===== config.mk =====
export PLATFORM = sky130hd
export DESIGN_NAME = adder_quiz_scorer_flat
export DESIGN_NICKNAME = d
export VERILOG_FILES = /design/src/rtl/quiz_pkg.sv /design/src/rtl/adder_quiz_scorer_if.sv /design/src/rtl/quiz_first_err_capture.sv /design/src/rtl/adder_quiz_scorer.sv /design/src/flat_wrapper.sv
export SDC_FILE = /design/constraint.sdc
export NUM_CORES = 1
export LEC_CHECK = 0
export ABC_CLOCK_PERIOD_IN_PS = 1800
export CAP_MARGIN = 10
export CORE_ASPECT_RATIO = 2
export CORE_MARGIN = 4
export CORE_UTILIZATION = 50
export DETAILED_ROUTE_END_ITERATION = 6
export MAX_ROUTING_LAYER = met4
export PLACE_DENSITY_LB_ADDON = 0.3
export REMOVE_ABC_BUFFERS = 1
export SYNTH_ARGS = -nofsm -noshare
export SYNTH_HDL_FRONTEND = slang
export SYNTH_SLANG_ARGS = --single-unit

===== constraint.sdc =====
create_clock -name sys_clk -period 1.8 [get_ports sys_clk]
set_input_delay 0.36 -clock sys_clk [delete_from_list [all_inputs] [get_ports sys_clk]]
set_output_delay 0.36 -clock sys_clk [all_outputs]
set_load 0.01 [all_outputs]

===== src/rtl/quiz_pkg.sv =====
// Shared types and constants for the full-adder quiz scorer slice.
// Every rtl file imports this package.
package quiz_pkg;

  typedef enum logic [1:0] {
    IDLE = 2'd0,
    RUN  = 2'd1,
    DONE = 2'd2
  } state_t;

  localparam int VEC_W      = 3;
  localparam int NUM_COMBOS = 8;

endpackage


===== src/rtl/adder_quiz_scorer_if.sv =====
// Paired reference/student answer bus into the scorer and the result bus out of it.
// The master side drives vectors and answers; the slave side is the scorer.
interface adder_quiz_scorer_if #(
  parameter int CNT_W = 8
);
  import quiz_pkg::*;

  logic                  start;
  logic                  vec_valid;
  logic                  a;
  logic                  b;
  logic                  cin;
  logic                  out_true;
  logic                  cout_true;
  logic                  out_test;
  logic                  cout_test;

  logic                  busy;
  logic                  done;
  logic                  pass;
  logic [CNT_W-1:0]      correct_cnt;
  logic [CNT_W-1:0]      error_cnt;
  logic                  first_err_valid;
  logic [VEC_W-1:0]      first_err_vec;
  logic [CNT_W-1:0]      first_err_idx;
  logic [NUM_COMBOS-1:0] combo_seen;
  logic                  coverage_full;

  modport master (
    output start, vec_valid, a, b, cin, out_true, cout_true, out_test, cout_test,
    input  busy, done, pass, correct_cnt, error_cnt, first_err_valid,
           first_err_vec, first_err_idx, combo_seen, coverage_full
  );

  modport slave (
    input  start, vec_valid, a, b, cin, out_true, cout_true, out_test, cout_test,
    output busy, done, pass, correct_cnt, error_cnt, first_err_valid,
           first_err_vec, first_err_idx, combo_seen, coverage_full
  );

endinterface


===== src/rtl/quiz_first_err_capture.sv =====
// Holds the vector and index of the first mismatch of a session.
// Once valid, later captures are ignored until the next clear.
module quiz_first_err_capture
  import quiz_pkg::*;
#(
  parameter int CNT_W = 8
) (
  input  logic             clk,
  input  logic             rst,
  input  logic             i_clear,
  input  logic             i_capture,
  input  logic [VEC_W-1:0] i_vec,
  input  logic [CNT_W-1:0] i_idx,
  output logic             o_valid,
  output logic [VEC_W-1:0] o_vec,
  output logic [CNT_W-1:0] o_idx
);

  logic             r_valid;
  logic [VEC_W-1:0] r_vec;
  logic [CNT_W-1:0] r_idx;

  always_ff @(posedge clk or posedge rst) begin
    if (rst) begin
      r_valid <= 1'b0;
      r_vec   <= '0;
      r_idx   <= '0;
    end else if (i_clear) begin
      r_valid <= 1'b0;
      r_vec   <= '0;
      r_idx   <= '0;
    end else if (i_capture && !r_valid) begin
      r_valid <= 1'b1;
      r_vec   <= i_vec;
      r_idx   <= i_idx;
    end
  end

  assign o_valid = r_valid;
  assign o_vec   = r_vec;
  assign o_idx   = r_idx;

endmodule


===== src/rtl/adder_quiz_scorer.sv =====
// Scores a session of NUM_VECTORS sampled full-adder answers and issues a
// registered pass/fail verdict with first-error capture and combo coverage.
module adder_quiz_scorer
  import quiz_pkg::*;
#(
  parameter int NUM_VECTORS = 16,
  parameter int PASS_MIN    = 16,
  parameter int CNT_W       = 8
) (
  input  logic             sys_clk,
  input  logic             sys_rst,
  adder_quiz_scorer_if.slave bus
);

  state_t                r_state;
  logic                  r_busy;
  logic                  r_done;
  logic                  r_pass;
  logic [CNT_W-1:0]      r_correctCnt;
  logic [CNT_W-1:0]      r_errorCnt;
  logic [CNT_W-1:0]      r_vecIdx;
  logic [NUM_COMBOS-1:0] r_comboSeen;

  logic                  w_match;
  logic [VEC_W-1:0]      w_vec;
  logic                  w_sample;
  logic                  w_sessionStart;
  logic [CNT_W-1:0]      w_correctNext;
  logic                  w_lastSample;
  logic                  w_firstErrValid;
  logic [VEC_W-1:0]      w_firstErrVec;
  logic [CNT_W-1:0]      w_firstErrIdx;

  assign w_match        = (bus.out_true == bus.out_test) && (bus.cout_true == bus.cout_test);
  assign w_vec          = {bus.a, bus.b, bus.cin};
  assign w_sample       = (r_state == RUN) && bus.vec_valid;
  assign w_sessionStart = bus.start && (r_state != RUN);
  assign w_correctNext  = r_correctCnt + {{(CNT_W-1){1'b0}}, w_match};
  assign w_lastSample   = (r_vecIdx == CNT_W'(NUM_VECTORS - 1));

  // The verdict uses the post-increment correct count so it lands with done.
  always_ff @(posedge sys_clk or posedge sys_rst) begin
    if (sys_rst) begin
      r_state      <= IDLE;
      r_busy       <= 1'b0;
      r_done       <= 1'b0;
      r_pass       <= 1'b0;
      r_correctCnt <= '0;
      r_errorCnt   <= '0;
      r_vecIdx     <= '0;
      r_comboSeen  <= '0;
    end else begin
      unique case (r_state)
        IDLE, DONE: begin
          if (bus.start) begin
            r_state      <= RUN;
            r_busy       <= 1'b1;
            r_done       <= 1'b0;
            r_pass       <= 1'b0;
            r_correctCnt <= '0;
            r_errorCnt   <= '0;
            r_vecIdx     <= '0;
            r_comboSeen  <= '0;
          end
        end
        RUN: begin
          if (bus.vec_valid) begin
            if (w_match) r_correctCnt <= w_correctNext;
            else         r_errorCnt   <= r_errorCnt + 1'b1;
            r_comboSeen[w_vec] <= 1'b1;
            r_vecIdx           <= r_vecIdx + 1'b1;
            if (w_lastSample) begin
              r_state <= DONE;
              r_busy  <= 1'b0;
              r_done  <= 1'b1;
              r_pass  <= (w_correctNext >= CNT_W'(PASS_MIN));
            end
          end
        end
        default: r_state <= IDLE;
      endcase
    end
  end

  quiz_first_err_capture #(
    .CNT_W(CNT_W)
  ) u_firstErr (
    .clk      (sys_clk),
    .rst      (sys_rst),
    .i_clear  (w_sessionStart),
    .i_capture(w_sample && !w_match),
    .i_vec    (w_vec),
    .i_idx    (r_vecIdx),
    .o_valid  (w_firstErrValid),
    .o_vec    (w_firstErrVec),
    .o_idx    (w_firstErrIdx)
  );

  assign bus.busy            = r_busy;
  assign bus.done            = r_done;
  assign bus.pass            = r_pass;
  assign bus.correct_cnt     = r_correctCnt;
  assign bus.error_cnt       = r_errorCnt;
  assign bus.first_err_valid = w_firstErrValid;
  assign bus.first_err_vec   = w_firstErrVec;
  assign bus.first_err_idx   = w_firstErrIdx;
  assign bus.combo_seen      = r_comboSeen;
  assign bus.coverage_full   = (r_comboSeen == 8'hFF);

endmodule


===== src/flat_wrapper.sv =====
// flat-port wrapper written by rule: the top's interface ports become plain ports
module adder_quiz_scorer_flat import quiz_pkg::*;
#(
  parameter int NUM_VECTORS = 16,
  parameter int PASS_MIN    = 16,
  parameter int CNT_W       = 8
)
  (sys_clk, sys_rst, bus_start, bus_vec_valid, bus_a, bus_b, bus_cin, bus_out_true, bus_cout_true, bus_out_test, bus_cout_test, bus_busy, bus_done, bus_pass, bus_correct_cnt, bus_error_cnt, bus_first_err_valid, bus_first_err_vec, bus_first_err_idx, bus_combo_seen, bus_coverage_full);
  adder_quiz_scorer_if #(.CNT_W(CNT_W)) bus_i ();
  input  logic sys_clk;
  input  logic sys_rst;
  input wire logic [$bits(bus_i.start)-1:0] bus_start;
  input wire logic [$bits(bus_i.vec_valid)-1:0] bus_vec_valid;
  input wire logic [$bits(bus_i.a)-1:0] bus_a;
  input wire logic [$bits(bus_i.b)-1:0] bus_b;
  input wire logic [$bits(bus_i.cin)-1:0] bus_cin;
  input wire logic [$bits(bus_i.out_true)-1:0] bus_out_true;
  input wire logic [$bits(bus_i.cout_true)-1:0] bus_cout_true;
  input wire logic [$bits(bus_i.out_test)-1:0] bus_out_test;
  input wire logic [$bits(bus_i.cout_test)-1:0] bus_cout_test;
  output wire logic [$bits(bus_i.busy)-1:0] bus_busy;
  output wire logic [$bits(bus_i.done)-1:0] bus_done;
  output wire logic [$bits(bus_i.pass)-1:0] bus_pass;
  output wire logic [$bits(bus_i.correct_cnt)-1:0] bus_correct_cnt;
  output wire logic [$bits(bus_i.error_cnt)-1:0] bus_error_cnt;
  output wire logic [$bits(bus_i.first_err_valid)-1:0] bus_first_err_valid;
  output wire logic [$bits(bus_i.first_err_vec)-1:0] bus_first_err_vec;
  output wire logic [$bits(bus_i.first_err_idx)-1:0] bus_first_err_idx;
  output wire logic [$bits(bus_i.combo_seen)-1:0] bus_combo_seen;
  output wire logic [$bits(bus_i.coverage_full)-1:0] bus_coverage_full;
  assign bus_i.start = bus_start;
  assign bus_i.vec_valid = bus_vec_valid;
  assign bus_i.a = bus_a;
  assign bus_i.b = bus_b;
  assign bus_i.cin = bus_cin;
  assign bus_i.out_true = bus_out_true;
  assign bus_i.cout_true = bus_cout_true;
  assign bus_i.out_test = bus_out_test;
  assign bus_i.cout_test = bus_cout_test;
  assign bus_busy = bus_i.busy;
  assign bus_done = bus_i.done;
  assign bus_pass = bus_i.pass;
  assign bus_correct_cnt = bus_i.correct_cnt;
  assign bus_error_cnt = bus_i.error_cnt;
  assign bus_first_err_valid = bus_i.first_err_valid;
  assign bus_first_err_vec = bus_i.first_err_vec;
  assign bus_first_err_idx = bus_i.first_err_idx;
  assign bus_combo_seen = bus_i.combo_seen;
  assign bus_coverage_full = bus_i.coverage_full;
  adder_quiz_scorer #(.NUM_VECTORS(NUM_VECTORS), .PASS_MIN(PASS_MIN), .CNT_W(CNT_W)) u_core (.sys_clk(sys_clk), .sys_rst(sys_rst), .bus(bus_i));
endmodule

Word-level counts from Yosys, hierarchy flattened:

Cells that the tools add are included.

* bits in registers: 49
* logic and storage cells: 81
* output and inout port bits: 40
* input port bits: 11

* order comparisons: 3
* bitwise gates (word level): 1
* multiplexer cells: 34
* equality and inequality tests: 12
* add/subtract/negate cells: 3
* reduce and logical (&&, ||, !) cells: 17

Operators with widths (count)
* two-way mux 8 bit: 9
* case mux 8 bit (2 select lines): 4
* adder 8 x 1 -> 8 bit (second input constant): 2
* AND reduction 4 bit: 3
* two-way mux 1 bit: 11
* adder 8 x 1 -> 8 bit: 1
* == test 8 x 4 -> 1 bit (second input constant): 1
* == test 8 bit (second input constant): 1
* greater-or-equal comparator 8 x 5 -> 1 bit (second input constant): 1
* OR 8 bit: 1
* logical AND 1 bit: 6
* two-way mux 2 bit: 3
* two-way mux 3 bit: 2
* inequality test 2 x 1 -> 1 bit (second input constant): 3
* inequality test 2 bit (second input constant): 3
* case mux 1 bit (2 select lines): 3
* AND reduction 3 bit: 2
* less-than comparator 3 x 4 -> 1 bit (second input constant): 1
* case mux 2 bit (2 select lines): 1
* nonzero test 2 bit: 2
* demux 1 bit (select 3 bit): 1
* greater-or-equal comparator 3 x 1 -> 1 bit (second input constant): 1
* == test 1 bit: 2
* == test 2 x 1 -> 1 bit (second input constant): 1
* 4 further kinds: 5

Longest topological paths before layout:

* depth in word-level cells: 7
* mapped depth: 8
* depth with buffers taken out: 8

Cells and area by module:

A second synthesis with hierarchy kept.

* cell total of the unflattened synthesis: 242
* area total of the unflattened synthesis: 2473.6 sq um

By module, submodules not included
* adder_quiz_scorer: area an instance 1874.3 sq um, instances 1, cells an instance 188, sequential area each 925.9 sq um
* quiz_first_err_capture: area an instance 599.3 sq um, instances 1, cells an instance 54, sequential area each 300.3 sq um

Worst setup path after synthesis:

No wires, ideal clock.

* path type: input -> register
* start point: input port bus_cout_test
* end point: register u_core.r_correctCnt[6] (netlist: u_core.bus.correct_cnt[6])
* data arrival time: 1651 ps
* buffers on the path: 0
* cell stages on the path: 8
* setup time: 121 ps
* path slack: 28 ps
* data required time: 1679 ps
* path through: xor2_2 > nor2_1 > ha_1 > ha_1 > and3_1 > nand3_1 > xnor2_1 > a22o_1

* word-level cells in the longest chain between the ends: 6
* elaborated cells on any way between the ends: 8
* classes of those cells: add/sub (1); eq/ne (2); mux (3); reduce/logical (2)

RTL lines
* start: declaration: RTL line flat_wrapper.sv:20 `input wire logic [$bits(bus_i.cout_test)-1:0] bus_cout_test;`
* == test 1 bit (*): RTL line adder_quiz_scorer.sv:34 `assign w_match = (bus.out_true == bus.out_test) && (bus.cout_true == bus.cout_test);`
* logical AND 1 bit (*): RTL line adder_quiz_scorer.sv:34
* adder 8 x 1 -> 8 bit: RTL line adder_quiz_scorer.sv:38 `assign w_correctNext = r_correctCnt + {{(CNT_W-1){1'b0}}, w_match};`
* two-way mux 8 bit: RTL line adder_quiz_scorer.sv:68 `if (w_match) r_correctCnt <= w_correctNext;`
* two-way mux 8 bit: RTL line adder_quiz_scorer.sv:67 `if (bus.vec_valid) begin`
* case mux 8 bit (2 select lines): RTL line adder_quiz_scorer.sv:53 `unique case (r_state)`
* end signal: assignment: RTL line adder_quiz_scorer.sv:68
* end: declaration: RTL line adder_quiz_scorer.sv:19 `logic [CNT_W-1:0] r_correctCnt;`

Mark *: on every way between the ends. The rest lies on a longest branch, timed or not. The select of a mux whose other input is x is not followed.
A chain may end at the register's enable or synchronous reset.

Final worst setup path:

* start point: input port bus_vec_valid
* end point: register u_core.r_pass (netlist: u_core.bus.pass)

* word-level cells in the longest chain between the ends: 2

RTL lines
* start: declaration: RTL line flat_wrapper.sv:13 `input wire logic [$bits(bus_i.vec_valid)-1:0] bus_vec_valid;`
* inequality test 2 bit (no source line)
* AND reduction 4 bit (no source line)
* end signal: assignment: RTL line adder_quiz_scorer.sv:76 `r_pass <= (w_correctNext >= CNT_W'(PASS_MIN));`
* end: declaration: RTL line adder_quiz_scorer.sv:18 `logic r_pass;`

No other way between the ends.

==> results.json <==
{
  "final_core_util_pct": 72.2,
  "cts_tree": "done",
  "clkSlewWorstSetupHoldPaths_ps": 90,
  "grt_pass1_wl_um": 9960,
  "synth-simple-area-share_pct": 23.1,
  "p_comb_share_pct": 40.9,
  "cp_data_required_time_ps": 2010,
  "relSlewSlack_pct": 71.8,
  "status": "finished clean",
  "maxCapViolCount": 0,
  "ir_drop_uv": 814,
  "cp.buffers_inverters": 2,
  "cts_root_buf": "clkbuf_8",
  "clkSinkCount": 49,
  "grt_max_degree": 50,
  "ant_nets": 0,
  "synth_xor_area_share_pct": 5.08,
  "crit_type": "input port to flop",
  "die_w_um": 56.6,
  "seqPwrFrac_pct": 40.9,
  "io_pins": 51,
  "num_rows": 35,
  "seq_area_frac_synth_pct": 51.9,
  "crit_family": "simple AND/OR/NAND/NOR gates",
  "hpwl_um": 4250,
  "muxShareOfSynthArea_pct": 1.80,
  "syn_area_per_cell_sq_um": 9.85,
  "cpPeakStageDelay_ps": 590,
  "drc": 0,
  "async_flop_share_pct": 100,
  "yosys_warnings": 0,
  "finalSetupTns_ps": 0,
  "antenna_cells": 0,
  "gp_congestion": 0.864,
  "path_cells": "clkdlybuf4s50_1 -> buf_4 -> nand4bb_1 -> or4b_4 -> o31ai_1",
  "vias_per_cell": 5.71,
  "netSwitchingFraction_pct": 35.0,
  "dr_total_vias": 2136,
  "grt_pass1_vias": 2127,
  "internal-power_mw": 2.89,
  "p_total_mw": 4.45,
  "synth-edff-count": 0,
  "htreeDepth": 2,
  "end_kind": "flop",
  "worstSetupStartpointType": "input port",
  "synth_top_area_share_pct": 51.9,
  "path_max_fanout": 5,
  "holdCritPathClass": "input port to asynchronous set/reset pin",
  "post-route-period-util_pct": 97.4,
  "clockBufferDepth": 2,
  "antenna_found_initial": 0,
  "period_minus_slack_ps": 1750,
  "layout-drive-gt1-share_pct": 20.7,
  "place_area_sq_um": 3130,
  "setup_viol": 0,
  "clk_latency_ps": 300,
  "fmax_ghz": 0.570,
  "worst_pin_slew_ps": 419,
  "cp_slowest_cell": "or4b_4",
  "r2r_slack_ps": 100,
  "synth_top_family_by_area": "simple AND/OR/NAND/NOR gates",
  "leakage_nw": 1.46,
  "finalHoldViolations": 0,
  "p_clk_share_pct": 18.1,
  "fin_cells": 374,
  "synth_compound_area_share_pct": 13.9,
  "cts_made_buffers": 5,
  "first_pass_iters": 4,
  "die_y_um": 105,
  "nNetsFinal": 333,
  "yosys.area_share.adder_pct": 2.12,
  "synth-main-ff-cell": "dfrtp_1",
  "finalWirelength_um": 5800,
  "syn_inst": 240,
  "wire_per_inst_um": 15.5,
  "grt_use_total_pct": 21.6,
  "syn-cell-area_sq_um": 2360,
  "switchingPower_mw": 1.56,
  "die-area_sq_um": 5960,
  "synth_area_leaders": "dfrtp_1 (52%), nand2_1 (5.9%), o21ai_0 (4.2%), nor2_1 (3.7%), a21oi_1 (2.1%)",
  "synthToLayoutAreaGrowth_pct": 40.4,
  "core-area_sq_um": 4600,
  "ys_types": 43,
  "drtIter0Drc": 67,
  "arrival_ps": 1960,
  "overflow": 0,
  "portBuffers": 50,
  "skew_ps": 9.77,
  "ys_ff_latch": 49,
  "design_area_sq_um": 3320,
  "synth_top_area_cell": "dfrtp_1",
  "dp.cells": 364,
  "initial_core_util_pct": 51.4,
  "slew_violations": 0,
  "p_per_area_nw_per_um2": 1340
}
==> registers in the layout, indices dropped and copies added, names as in the netlist <==
register	flops
u_core.bus.busy	1
u_core.bus.combo_seen	8
u_core.bus.correct_cnt	8
u_core.bus.done	1
u_core.bus.error_cnt	8
u_core.bus.pass	1
u_core.r_state	2
u_core.r_vecIdx	8
u_core.u_firstErr.o_idx	8
u_core.u_firstErr.o_valid	1
u_core.u_firstErr.o_vec	3
==> tightest hold or removal path: stages <==
cell and delay (ps):
clkdlybuf4s50_1 410, inv_2 70, buf_12 240
==> power groups by stage <==
stage / Clock [mW] / Combinational (mW) / Sequential (mW)
floorplan: 0 / 0.645 / 1.91
CTS: 0.823 / 1.82 / 1.81
finish: 0.805 / 1.82 / 1.82
global route: 0.877 / 1.99 / 1.89
detailed placement: 0 / 1.77 / 1.83
global placement: 0 / 1.73 / 1.81
==> cell usage after synthesis (2+ instances only) <==
cell,number
dfrtp_1,49
inv_1,3
nand4_1,7
nand2_1,37
and3_1,8
nor3_1,2
a31oi_1,4
nand3_1,10
nor4_1,3
o21ai_0,20
ha_1,4
nor2b_1,3
a221o_1,3
o31ai_1,2
mux2i_1,2
a22o_1,5
buf_2,2
or3_1,4
mux2_2,2
clkbuf_1,5
a21oi_1,10
xnor2_1,5
nand2b_1,3
xor2_1,5
xor2_2,2
nor2_1,23
==> cells in the final DEF (no fill, tap or decap), types with 3 or more instances in the layout <==
master	Yosys	layout
clkdlybuf4s50_1	0	45
dfrtp_1	49	45
nand2_1	37	37
buf_4	0	26
nor2_1	23	22
o21ai_0	20	20
nand3_1	10	9
a21oi_1	10	8
nand4_1	7	7
and3_1	8	6
clkbuf_8	0	6
xnor2_1	5	5
a22o_1	5	5
xor2_1	5	5
or3_1	4	4
a31oi_1	4	4
dfrtp_2	0	4
nand2b_1	3	3
a221o_1	3	3
nor2b_1	3	3
dlygate4sd2_1	0	3
==> metrics by stage <==
stage | hold WS, ps | worst slack (ps)
4_1_cts | 413 | 5.83
6_report | 400 | 46.6
3_3_place_gp | 458 | -522
5_1_grt | 421 | -6.96
3_5_place_dp | 465 | -579
2_1_floorplan | 464 | -350
==> per-layer routing <==
layer	wire [um]	track usage, %	up-vias	part of all wire [%]
met5	0	-	-	0
li1	-	-	1013	-
met1	2200	23.4	1056	38
met2	3270	37.8	52	56
met3	175	2.94	15	3.0
met4	157	10.2	0	2.7
==> timing repair <==
action	4_1_cts	5_1_grt
hold buffers	0	0
setup buffers	1	1
pin swaps	0	4
endpoints found under the setup margin	9	13
gates resized for setup	11	15
endpoints found under the hold margin	0	0
==> worst paths after layout <==
kind / from / end / depth (start not counted)
max: bus_vec_valid / u_core.bus.pass / 5
min: sys_rst / u_core.bus.error_cnt[3] / 3
max reg2reg: u_core.r_state[0] / u_core.bus.error_cnt[5] / 5
min reg2reg: u_core.bus.done / u_core.bus.done / 2
max in group asynchronous: sys_rst / u_core.bus.correct_cnt[4] / 3
min in group sys_clk: u_core.bus.done / u_core.bus.done / 2
==> layout make-up <==
cell class	count	area [sq um]
well taps	55	68.8
inverters	3	11.3
multi-input cells	180	1150
fillers	355	1280
clock inverters	1	30.0
clock buffers	7	86.3
flip-flops and latches	49	1230
repair buffers	79	738
==> logic make-up after synthesis <==
family / Yosys count
adders and majority gates: 4
and+or+nand+nor: 109
xor gates and xnor gates: 12
AOI/OAI and AO/OA: 51
muxes: 4
buffers and inverters: 11
DFF: 49
(Power assumes the default switching activity.)
